<file path="src/rtl/tiny_rv_exec_ctrl.sv">
`default_nettype none
// ============================================================================
// tiny_rv_exec_ctrl : execute-stage sequencer around the combinational ALU
// Rev 1.0
// ============================================================================
module tiny_rv_exec_ctrl #(
   parameter int CNT_W = 32
) (
   input  logic             i_clk,
   input  logic             i_rst_n,
   input  logic             i_flush,
   input  logic             in_valid,
   output logic             in_ready,
   input  logic [31:0]      in_pc,
   input  logic [31:0]      in_rs1,
   input  logic [31:0]      in_rs2,
   input  logic [31:0]      in_imm,
   input  logic [6:0]       in_opcode,
   input  logic [2:0]       in_funct3,
   input  logic [6:0]       in_funct7,
   input  logic [4:0]       in_rd,
   output logic [31:0]      alu_pc,
   output logic [31:0]      alu_rs1,
   output logic [31:0]      alu_rs2,
   output logic [31:0]      alu_imm,
   output logic [6:0]       alu_opcode,
   output logic [2:0]       alu_funct3,
   output logic [6:0]       alu_funct7,
   input  logic [31:0]      alu_result,
   input  logic             alu_active,
   output logic             out_valid,
   input  logic             out_ready,
   output logic [4:0]       out_rd,
   output logic [31:0]      out_result,
   output logic             out_we,
   output logic             out_illegal,
   output logic [CNT_W-1:0] out_count
);

   typedef enum logic [1:0] {
      IDLE = 2'd0,
      EXEC = 2'd1,
      DONE = 2'd2
   } state_t;

   state_t     state;
   logic [4:0] op_rd;
   logic       accept;

   // DONE forwards writeback readiness so a new instruction can issue while the old one retires
   assign in_ready = !i_flush && ((state == IDLE) || ((state == DONE) && out_ready));
   assign accept   = in_valid && in_ready;

   always_ff @(posedge i_clk) begin
      if (!i_rst_n) begin
         state       <= IDLE;
         alu_pc      <= '0;
         alu_rs1     <= '0;
         alu_rs2     <= '0;
         alu_imm     <= '0;
         alu_opcode  <= '0;
         alu_funct3  <= '0;
         alu_funct7  <= '0;
         op_rd       <= '0;
         out_valid   <= 1'b0;
         out_rd      <= '0;
         out_result  <= '0;
         out_we      <= 1'b0;
         out_illegal <= 1'b0;
         out_count   <= '0;
      end else if (i_flush) begin
         state     <= IDLE;
         out_valid <= 1'b0;
      end else begin
         if (accept) begin
            alu_pc     <= in_pc;
            alu_rs1    <= in_rs1;
            alu_rs2    <= in_rs2;
            alu_imm    <= in_imm;
            alu_opcode <= in_opcode;
            alu_funct3 <= in_funct3;
            alu_funct7 <= in_funct7;
            op_rd      <= in_rd;
         end
         case (state)
            IDLE: begin
               if (accept) state <= EXEC;
            end
            EXEC: begin
               out_result  <= alu_active ? alu_result : 32'd0;
               out_illegal <= !alu_active;
               out_we      <= alu_active && (op_rd != 5'd0);
               out_rd      <= op_rd;
               out_valid   <= 1'b1;
               state       <= DONE;
            end
            DONE: begin
               if (out_ready) begin
                  out_valid <= 1'b0;
                  out_count <= out_count + 1'b1;
                  state     <= accept ? EXEC : IDLE;
               end
            end
            default: begin
               state     <= IDLE;
               out_valid <= 1'b0;
            end
         endcase
      end
   end

endmodule
`default_nettype wire

</file>
<file path="config.mk">
export PLATFORM = sky130hd
export DESIGN_NAME = tiny_rv_exec_ctrl
export DESIGN_NICKNAME = d
export VERILOG_FILES = /design/src/rtl/tiny_rv_exec_ctrl.sv
export SDC_FILE = /design/constraint.sdc
export NUM_CORES = 1
export LEC_CHECK = 0
export ABC_AREA = 1
export CAP_MARGIN = 10
export CORE_AREA = 2 2 156 158
export DETAILED_ROUTE_END_ITERATION = 10
export DIE_AREA = 0 0 158 160
export GPL_ROUTABILITY_DRIVEN = 1
export HOLD_SLACK_MARGIN = 0.06
export PLACE_DENSITY = 0.73
export SLEW_MARGIN = 20
export SYNTH_ARGS = -nofsm -noshare
export SYNTH_HDL_FRONTEND = slang
export SYNTH_SLANG_ARGS = --single-unit
</file>
<file path="constraint.sdc">
create_clock -name i_clk -period 2.06 [get_ports i_clk]
set_input_delay 0.309 -clock i_clk [delete_from_list [all_inputs] [get_ports i_clk]]
set_output_delay 0.309 -clock i_clk [all_outputs]
set_load 0.005 [all_outputs]
</file>
==> results.py <==
metrics = {
    "run_status": {
        "outcome": "completed",
    },
    "synth": {
        "ys.flop_type": "dfxtp_1",
        "yosys.area.top_type": "dfxtp_1",
        "synth-async-reset-ratio_pct": 0,
        "synth_area_um2": 8780,
        "syn_nets": 1336,
        "ys_seq_elements": 224,
        "synthTopCellsByArea": "dfxtp_1, nand2_1, a21oi_1, nand3_1, nor2_1",
        "yosysTopAreaCellShare_pct": 51.1,
        "yosysSeqAreaShare_pct": 51.1,
        "synth-edff-count": 0,
        "avgSynthCellArea_um2": 7.65,
        "ys_types": 35,
        "synth_cells": 1147,
        "yosys_warnings": 0,
        "yosysMostFrequentCell": "nand2_1",
        "synth_common_cells": "nand2_1, dfxtp_1, a21oi_1",
    },
    "power_and_ir_drop": {
        "comb_power_share_pct": 12.3,
        "power.leakage_uw": 0.00506,
        "swShare_pct": 23.1,
        "seq_power_share_pct": 45.2,
        "pwr-share-clk_pct": 42.5,
        "power.density_nw_per_um2": 724,
        "ir_worst_vdd_v": 0.000647,
        "switching_power_uw": 2330,
        "internal-power_uw": 7750,
    },
    "worst_setup_path": {
        "path_depth": 1,
        "rr_startpoint": "state[1]",
        "cpLargestDelayFamily": "buffers and inverters",
        "slowest_stage": "clkdlybuf4s50_1",
        "reg2regPathDepth": 6,
        "r2r_end": "alu_imm[12]",
        "rrSetupSlack_ns": 0.42,
        "end_kind": "output pin",
        "critical_path_class": "reg2out",
        "path_buf_inv": 1,
        "critPathRequiredTime_ns": 1.75,
        "critPathMaxStageDelay_ns": 0.57,
        "cp.arrival_ns": 1.54,
        "critPathLaunchType": "flop",
        "cp_max_fo": 5,
        "worstPathCellList": "clkdlybuf4s50_1",
    },
    "grt": {
        "track_usage_pct": 22.0,
        "antenna_found_initial": 3,
        "grt_pass1_vias": 8543,
        "grt_max_degree": 109,
        "grt_pass1_wl_mm": 45.0,
        "grt_remaining_overflow": 0,
    },
    "finish": {
        "fin_util_pct": 58.5,
        "fin_nets": 1713,
        "multi_input_area_um2": 3660,
        "seq_area_um2": 4480,
        "nFillCells": 2175,
        "drive_gt1_share_pct": 5.60,
        "area_delta_synth_final_pct": 58.8,
    },
    "timing": {
        "worst_slew_margin_rel_pct": 63.3,
        "fin_ws_ns": 0.208,
        "tns_ns": 0,
        "fin_crit_ns": 1.85,
        "period_share_pct": 89.9,
        "worstMarginPinSlew_ns": 0.546,
        "clock.fmax_mhz": 540,
        "slew_viol_final": 0,
        "final-hold-violation-count": 0,
        "finClkSkew_ns": 0.00772,
        "setup_viol": 0,
        "grt_setup_unrepaired": "false",
    },
    "route": {
        "drt_wl_total_mm": 29.7,
        "first_pass_iters": 4,
        "vias": 9145,
        "drc_errors": 0,
        "wl_per_cell_um": 15.9,
        "drtAntennaViolNets": 0,
        "drtIter0Drc": 464,
        "post_drt_via_cell_ratio": 4.91,
    },
    "die": {
        "num_io_pins": 406,
        "rows": 57,
        "die_area_um2": 25300,
        "fp.dieW_um": 158,
        "start_util_pct": 36.8,
        "die_height_um": 160,
        "core_um2": 23800,
    },
    "placement": {
        "gp_congestion": 0.842,
        "numPortBuffers": 405,
        "place_ws_ns": 0.0212,
        "dp_hpwl_mm": 20.8,
    },
    "clock_tree": {
        "htree_levels": 1,
        "insertion_delay_ns": 0.52,
        "cts_tree": "done",
        "numCtsBuffers": 26,
        "post_cts_buffers": 0,
        "cts_hold_buf": 0,
        "clkTransAtPathRegs_ns": 0.06,
        "clkSinkCount": 224,
        "cts_max_path_buffers": 3,
        "root_buffer": "clkbuf_16",
    },
    "min_path": {
        "min_delay_worst_endpoint": "alu_rs2[30]",
        "worst_hold_path.num_cells": 3,
        "hp-class": "in2reg",
        "hp-start": "in_valid",
    },
    "job": {
        "drv_cap": 0,
    },
}
[per-layer routing]
layer | vias to the layer above | track usage, % | routed length [um]
li1 | 4525 | - | -
met1 | 4247 | 25.9 | 11900
met2 | 321 | 37.7 | 14200
met3 | 52 | 7.16 | 2660
met4 | 0 | 6.96 | 827
met5 | - | 0 | 0
[logic make-up (layout without fill, tap and decap cells)]
logic type / count (synthesis) / in the layout / synth area share [%]
and+or+nand+nor: 558 / 558 / 28.2
DFF: 224 / 224 / 51.1
AOI/OAI and AO/OA: 223 / 223 / 13.0
buffers and inverters: 137 / 526 / 7.14
xor gates and xnor gates: 4 / 4 / 0.399
adders and majority gates: 1 / 1 / 0.143
other: 0 / 4 / 0
[tightest hold or removal path, cell delays in order]
cell,delay (ns)
buf_4,0.23
nand3_1,0.12
a21oi_1,0.06
[power by group through the flow]
stage                     Combinational (uW)  Sequential (uW)  Clock [uW]
after floorplan                          425             4660           0
after global placement                  1230             4650           0
after detailed placement                1240             4650           0
after CTS                               1250             4560        4380
after global routing                    1330             4580        4550
final                                   1240             4560        4290
[worst max-delay path by stage]
stage	from	end	slack, ns
3_5_place_dp	i_flush	alu_imm[12]	0.02
2_1_floorplan	out_count[1]	out_count[8]	0.72
5_1_grt	state[0]	in_ready	0.18
3_3_place_gp	out_ready	in_ready	-0.006
6_report	out_count[17]	out_count[17]	0.21
4_1_cts	out_count[17]	out_count[17]	0.20
[layout by cell type, fill, tap and decap left out, types with 3 or more instances in the layout]
cell type and instances:
clkdlybuf4s50_1 403, nand2_1 288, dfxtp_1 224, a21oi_1 199
nand3_1 167, nor2_1 67, inv_1 51, clkbuf_16 27
o21ai_0 18, buf_4 14, buf_12 11, nand4_1 10
nor3_1 7, clkinv_2 6, clkbuf_1 5, diode_2 4
nand3_2 4, inv_2 3, nand2_2 3, nand2_4 3
nor2_4 3, xor2_1 3
[per-stage QoR]
step / hold slack, ns / cells / area (um2) / power (uW)
final: 0.245 / 1864 / 13900 / 10100
after global routing: 0.250 / 1863 / 13900 / 10500
after detailed placement: 0.452 / 1820 / 13100 / 5890
after global placement: 0.446 / 1820 / 13100 / 5880
after floorplan: 0.447 / 1147 / 8780 / 5090
after CTS: 0.223 / 1860 / 13900 / 10200
[sequential cells by signal, summed over array words and instances, names as in the netlist]
register     flops
alu_imm         32
alu_pc          32
alu_rs1         32
alu_rs2         32
out_count       32
out_result      32
alu_funct7       7
alu_opcode       7
op_rd            5
out_rd           5
alu_funct3       3
state            2
out_illegal      1
out_valid        1
out_we           1
[what timing repair did]
| action | CTS | global route |
|---|---|---|
| setup endpoints to repair | 1 | 0 |
| resized for setup | 1 | 0 |
| endpoints found under the hold margin | 0 | 0 |
[final cells by class]
cell class,instances,area share (%)
repair buffers,429,31.4
multi-input cells,786,26.3
diodes,4,0.0718
flip-flops and latches,224,32.2
clock buffers,34,5.18
clock inverters,6,0.395
inverters,57,1.60
well taps,324,2.91
Note: power is estimated with default switching activity, not from simulation.
